### config.mk
export PLATFORM = sky130hd
export DESIGN_NAME = address_generation_unit_flat
export DESIGN_NICKNAME = d
export VERILOG_FILES = /design/src/rtl/address_generation_unit_if.sv /design/src/rtl/address_generation_unit.sv /design/src/flat_wrapper.sv
export SDC_FILE = /design/constraint.sdc
export NUM_CORES = 1
export LEC_CHECK = 0
export ABC_AREA = 1
export CAP_MARGIN = 20
export CORE_MARGIN = 10
export CORE_UTILIZATION = 54
export CTS_BUF_LIST = sky130_fd_sc_hd__clkbuf_8
export CTS_CLUSTER_DIAMETER = 30
export DETAILED_ROUTE_END_ITERATION = 7
export HOLD_SLACK_MARGIN = 0.1
export PLACE_DENSITY = 0.78
export SKIP_CTS_REPAIR_TIMING = 1
export SLEW_MARGIN = 20
export SYNTH_ARGS = -nofsm -noshare
export SYNTH_HDL_FRONTEND = slang
export SYNTH_SLANG_ARGS = --single-unit
### constraint.sdc
create_clock -name clk -period 21.5 [get_ports clk]
set_input_delay 3.225 -clock clk [delete_from_list [all_inputs] [get_ports clk]]
set_output_delay 3.225 -clock clk [all_outputs]
set_load 0.02 [all_outputs]
### src/rtl/address_generation_unit_if.sv
// Address generator bus: the controller drives the run request and parameters,
// and the generator returns the current address.
interface address_generation_unit_if #(
    parameter int ADDR_W = 64
) ();
    logic              enable;
    logic [ADDR_W-1:0] start_address;
    logic [ADDR_W-1:0] generate_size;
    logic [ADDR_W-1:0] generated_address;

    // Controller side: requests runs and observes the address stream
    modport master (
        output enable,
        output start_address,
        output generate_size,
        input  generated_address
    );

    // Generator side: consumes requests and produces the address stream
    modport slave (
        input  enable,
        input  start_address,
        input  generate_size,
        output generated_address
    );
endinterface

### src/rtl/address_generation_unit.sv
// Sequential address generator: emits base, base+STRIDE, ... for a captured
// run length, one address per enabled clock. Enable low pauses a run, and
// the final address is held until enable drops and the block re-arms.
module address_generation_unit #(
    parameter int          ADDR_W = 64,
    parameter int unsigned STRIDE = 1
) (
    input  logic                  clk,
    input  logic                  rst,
    address_generation_unit_if.slave bus
);
    localparam logic [ADDR_W-1:0] ONE      = {{(ADDR_W-1){1'b0}}, 1'b1};
    localparam logic [ADDR_W-1:0] STRIDE_W = ADDR_W'(STRIDE);

    typedef enum logic [1:0] {
        IDLE = 2'd0,
        RUN  = 2'd1,
        DONE = 2'd2
    } state_t;

    state_t            state_reg;
    state_t            state_next;
    logic [ADDR_W-1:0] base_reg;
    logic [ADDR_W-1:0] base_next;
    logic [ADDR_W-1:0] size_reg;
    logic [ADDR_W-1:0] size_next;
    logic [ADDR_W-1:0] offset_reg;
    logic [ADDR_W-1:0] offset_next;
    logic [ADDR_W-1:0] addr_reg;
    logic [ADDR_W-1:0] addr_next;

    // A zero-length request is ignored so the block stays armed in IDLE.
    logic start_run;
    logic last_issue;

    assign start_run  = bus.enable && (bus.generate_size != '0);
    // The address being issued on this edge is the final one of the run.
    assign last_issue = bus.enable && (offset_reg == size_reg - ONE);

    assign bus.generated_address = addr_reg;

    // State register; reset asynchronously forces IDLE.
    always_ff @(posedge clk or posedge rst) begin
        if (rst) begin
            state_reg <= IDLE;
        end else begin
            state_reg <= state_next;
        end
    end

    // Next-state logic: start, advance to DONE on last issue, re-arm on enable low.
    always_comb begin
        state_next = state_reg;
        case (state_reg)
            IDLE: begin
                if (start_run) begin
                    state_next = (bus.generate_size == ONE) ? DONE : RUN;
                end
            end
            RUN: begin
                if (last_issue) begin
                    state_next = DONE;
                end
            end
            DONE: begin
                if (!bus.enable) begin
                    state_next = IDLE;
                end
            end
            default: state_next = IDLE;
        endcase
    end

    // Datapath next values: capture at run start, step the address while enabled.
    always_comb begin
        base_next   = base_reg;
        size_next   = size_reg;
        offset_next = offset_reg;
        addr_next   = addr_reg;
        case (state_reg)
            IDLE: begin
                if (start_run) begin
                    base_next   = bus.start_address;
                    size_next   = bus.generate_size;
                    addr_next   = bus.start_address;
                    offset_next = ONE;
                end
            end
            RUN: begin
                if (bus.enable) begin
                    // Address is base + offset*STRIDE, wrapping modulo 2^ADDR_W;
                    // recomputing from the captured base keeps the stream
                    // tied to the captured parameters.
                    addr_next   = base_reg + offset_reg * STRIDE_W;
                    offset_next = offset_reg + ONE;
                end
            end
            default: begin
                // DONE holds everything; a new run only starts from IDLE.
            end
        endcase
    end

    // Datapath registers; reset clears the address, the counter and the captured inputs.
    always_ff @(posedge clk or posedge rst) begin
        if (rst) begin
            base_reg   <= '0;
            size_reg   <= '0;
            offset_reg <= '0;
            addr_reg   <= '0;
        end else begin
            base_reg   <= base_next;
            size_reg   <= size_next;
            offset_reg <= offset_next;
            addr_reg   <= addr_next;
        end
    end
endmodule

### src/flat_wrapper.sv
// flat-port wrapper written by rule: the top's interface ports become plain ports
module address_generation_unit_flat 
#(
    parameter int          ADDR_W = 64,
    parameter int unsigned STRIDE = 1
)
  (clk, rst, bus_enable, bus_start_address, bus_generate_size, bus_generated_address);
  address_generation_unit_if #(.ADDR_W(ADDR_W)) bus_i ();
  input  logic clk;
  input  logic rst;
  input wire logic [$bits(bus_i.enable)-1:0] bus_enable;
  input wire logic [$bits(bus_i.start_address)-1:0] bus_start_address;
  input wire logic [$bits(bus_i.generate_size)-1:0] bus_generate_size;
  output wire logic [$bits(bus_i.generated_address)-1:0] bus_generated_address;
  assign bus_i.enable = bus_enable;
  assign bus_i.start_address = bus_start_address;
  assign bus_i.generate_size = bus_generate_size;
  assign bus_generated_address = bus_i.generated_address;
  address_generation_unit #(.ADDR_W(ADDR_W), .STRIDE(STRIDE)) u_core (.clk(clk), .rst(rst), .bus(bus_i));
endmodule
; ---- Yosys cells after proc, flatten, opt, wreduce, memory -nomap -nowiden
; Index checks and enable logic that the tools add are counted.
[totals]
output_inout_bits = 64
ff_bits = 258
latch_bits = 0
memories = 0
mem_bits_ro = 0
ram_bits = 0
[classes]
shifts = 0
n_eq_ne = 8
addsub = 3
n_mux = 11
n_bitwise = 0
n_lt_le_gt_ge = 0
n_reduce_logical = 8
div_mod_pow = 0
mul = 0
[ops]
columns = operator, count
row1 = $mux W64, 4
row2 = $pmux W64 S2, 2
row3 = $add A64 B1 Y64 const B, 1
row4 = $add A64 B64 Y64, 1
row5 = $eq A64 B1 Y1 const B, 1
row6 = $eq A64 B64 Y1, 1
row7 = $reduce_bool A64 Y1, 1
row8 = $sub A64 B1 Y64 const B, 1
row9 = $mux W2, 4
row10 = $pmux W2 S3, 1
row11 = $reduce_and A3 Y1, 2
row12 = $ne A2 B1 Y1 const B, 2
row13 = $ne A2 B2 Y1 const B, 2
row14 = $eq A2 B1 Y1 const B, 1
row15 = $eq A2 B2 Y1 const B, 1
row16 = $logic_and A1 B1 Y1, 2
row17 = $logic_not A2 Y1, 1
row18 = $reduce_and A2 Y1, 1
row19 = $reduce_bool A2 Y1, 1

; ---- Longest topological paths before layout
[depth]
depth_word = 5
ltp_mapped = 21

; ---- Worst setup path after synthesis
; Ideal clock, no wire load.
[synth_timing]
kind = input to register
startpoint = in bus_generate_size[59]
endpoint = reg u_core.offset_reg[1]
stages = 12
n_path_buf = 2
arrival_time_ns = 4.669
path_slack_ns = 16.704
setup_time_ns = 0.127
path_cell_list = inv_1 nand3_1 nor3_1 nand3_1 nor4_2 nand2_1 nand3_2 nand2_1 buf_2 clkbuf_1 nand3_1 o21ai_0
[synth_via]
elab_chain_len = 4
[synth_lines]
columns = element, line_no
row1 = "start, declared", flat_wrapper.sv:13  ; input wire logic [$bits(bus_i.generate_size)-1:0] bus_generate_size;
row2 = $reduce_bool A64 Y1, address_generation_unit.sv:36  ; assign start_run = bus.enable && (bus.generate_size != '0);
row3 = $logic_and A1 B1 Y1, address_generation_unit.sv:36
row4 = $ne A2 B1 Y1 (no line), n/a
row5 = $reduce_and A3 Y1 (no line), n/a
row6 = "end signal, assigned", address_generation_unit.sv:114  ; offset_reg <= offset_next;
row7 = "end, declared", address_generation_unit.sv:27  ; logic [ADDR_W-1:0] offset_reg;
; No other way between the ends.
; A chain may end at the register's enable or synchronous reset.

; ---- Final worst setup path
[layout_timing]
startpoint = in bus_generate_size[62]
endpoint = reg u_core.addr_reg[54], in the netlist u_core.bus.generated_address[54]
[layout_via]
elab_chain_len = 4
[layout_lines]
columns = element, line_no
row1 = $reduce_bool A64 Y1, address_generation_unit.sv:36
row2 = $logic_and A1 B1 Y1, address_generation_unit.sv:36
row3 = $ne A2 B1 Y1 (no line), n/a
row4 = $reduce_and A3 Y1 (no line), n/a
row5 = "end signal, assigned", address_generation_unit.sv:115  ; addr_reg <= addr_next;
row6 = "end, declared", address_generation_unit.sv:29  ; logic [ADDR_W-1:0] addr_reg;
; No other way between the ends.

==> summary.txt <==
Synthesis
  – Syn Area/Cell: 6.55 um2
  – Synth top area share: 0.331
  – Cell area after synthesis: 19,500 um2
  – Synth top cells by count: nand2_1, nor2_1, inv_1
  – Register bit count reported by yosys: 258
  – Top FF cell, synth: dfrtp_1
  – Synth cell types: 52
  – Post-synth EDFFs: 0
  – Top cells by area, synth: dfrtp_1, nand2_1, nor2_1
  – Async S/R FF share, synth: 1.00
  – Most common cell in the synthesized netlist: nand2_1
  – Synth area leader: dfrtp_1
  – Synth Instances: 2,980
  – Seq/Total Area, Yosys: 0.331
  – Synth warn: 0
  – Syn nets: 3,177

Clocking
  – CTS Buffer Depth: 3
  – Worst skew pair latency: 0.66 ns
  – Clk sinks: 258
  – CTS H-tree depth: 2
  – Clock tree root buffer cell: clkbuf_8
  – Num CTS Buffers: 60
  – Clock slew at reported path FFs: 0.06 ns
  – CTS tree: done

Floorplan
  – Die area: 44,200 um2
  – Count of boundary I/O pins: 195
  – CORE AREA: 35,700 um2
  – DIE WIDTH: 210 um
  – Chip Height: 210 um
  – Initial Util: 0.547
  – Floorplan row count: 69

Routing
  – Antenna viol nets, final: 0
  – DRT Wirelength: 74.7 mm
  – Vias/cell: 5.88
  – Starting DRT DRC Count: 2,519
  – First-pass DRT Iterations: 8
  – Vias after detailed routing: 21,600
  – Number of remaining DRC errors: 0
  – Average wire per standard cell: 20.4 um

Global route
  – Initial antenna violation count: 0
  – Met2 Resource Use GR: 0.557
  – Met1 Use GR: 0.401
  – Total Routing Usage GR: 0.330
  – Met3 usage: 0.0546
  – GR peak layer: met2
  – First-pass GRT wire length: 116 mm
  – Global route total overflow: 0
  – Number of global-route vias before repair: 21,200
  – Pin count of the biggest net entering global routing: 113

Place
  – IO buf count: 194
  – Detailed Place HPWL: 57.9 mm
  – GP Congestion: 0.978
  – Worst slack at placement: 13.68 ns

Timing
  – FMAX: 0.136 GHz
  – Minimum clock period: 7.35 ns
  – Final Slew Violations: 0
  – Crit share post-route: 0.342
  – Final Hold Viols: 0
  – Final WS setup: 14.15 ns
  – Least-Margin Pin Slew: 0.963 ns
  – Setup TNS: 0 ns
  – Endpoints failing setup: 0
  – Max-slew headroom: 0.358
  – RSZ-0062 raised after global routing: false
  – Clock Skew: 0.0221 ns

Run
  – Max-cap viol count: 0

Critical path
  – Critical path class: in -> reg
  – Crit. End Element: flop
  – Startpoint Class: input pin
  – CP arrival: 7.89 ns
  – CP Max Fanout: 85
  – Req. time, crit path: 22.04 ns

Pwr
  – Leak: 10.6 nW
  – PwrDens: 122 nW/um2
  – Worst IR Drop VDD: 99.5 uV
  – Final Power: 2.83 mW

Finish
  – Nets: 3,364
  – Antenna diode count: 0
  – Final core utilization: 0.650
  – Share of cells above drive strength 1: 0.0486
  – Area delta synth->final: 18.8%

Outcome
  – Status: finished clean

Hold path
  – Hold Path Class: reg -> reg
## layer usage
metal,up-vias,share of wire
met1,10100,0.39
met2,1126,0.47
li1,10100,-
met4,0,0.051
met3,212,0.084
met5,-,0
## final cells by class
cell class	instances	area [um2]
Clock buffer	68	936
Clock inverter	37	487
Fill cell	3157	12500
Inverter	329	1250
Multi-Input combinational cell	2316	11500
Sequential cell	258	6460
Tap cell	461	577
Timing Repair Buffer	202	2000
## report_power, final
part / internal (mW) / total [mW] / switching (mW) / leakage, nW
registers: 0.669 / 0.852 / 0.183 / 3.26
logic: 0.445 / 1.30 / 0.857 / 6.61
clock network: 0.432 / 0.680 / 0.248 / 0.761
total: 1.55 / 2.83 / 1.29 / 10.6
## kinds of logic after synthesis
group,synth area share
adder cells (fa/ha/maj),0.0427
AO/OA/AOI/OAI,0.146
flip-flops,0.331
AND/OR/NAND/NOR,0.351
XOR/XNOR,0.0480
buffers and inverters,0.0815
## through the flow
step	hold slack, ns	cells	cell area, um2
5_1_grt	0.502	3671	23200
4_1_cts	0.474	3671	23200
6_report	0.474	3671	23200
3_5_place_dp	0.459	3566	21800
3_3_place_gp	0.459	3566	21800
2_1_floorplan	0.453	2980	19500
## final timing paths
path | end | startpoint | cells after the start | slack, ns
setup / recovery | u_core.bus.generated_address[54] | bus_generate_size[62] | 15 | 14.15
hold / removal | u_core.bus.generated_address[14] | u_core.bus.generated_address[14] | 2 | 0.47
setup reg to reg | u_core.bus.generated_address[54] | u_core.state_reg[1] | 12 | 16.62
hold reg to reg | u_core.bus.generated_address[14] | u_core.bus.generated_address[14] | 2 | 0.47
max in group asynchronous | u_core.size_reg[54] | rst | 3 | 16.76
min in group asynchronous | u_core.base_reg[16] | rst | 2 | 3.09
## worst max-delay path, cell delays in order
cell and delay [ns]:
clkdlybuf4s50_1 0.41, inv_1 0.07, nand4_1 0.12, nor3_1 0.26
nand3_1 0.30, nor4_2 0.57, nand2_1 0.22, nand3_4 0.52
nand2_2 0.10, buf_4 0.36, inv_4 0.59, buf_4 0.78
a21oi_1 0.11, nand2_1 0.11, nand2_1 0.06
## cell usage in the layout, fill, tap and decap left out, types with 33 or more instances in the layout
cell / n
nand4_1: 44
dfrtp_1: 258
nand2_1: 899
xor2_1: 79
a31oi_1: 33
inv_1: 333
nor2_1: 385
ha_1: 65
nor3_1: 45
nand3_1: 149
clkbuf_8: 68
nor4_1: 38
a21oi_1: 177
o21ai_0: 195
clkdlybuf4s50_1: 194
o31ai_1: 34
(Power assumes the default switching activity.)
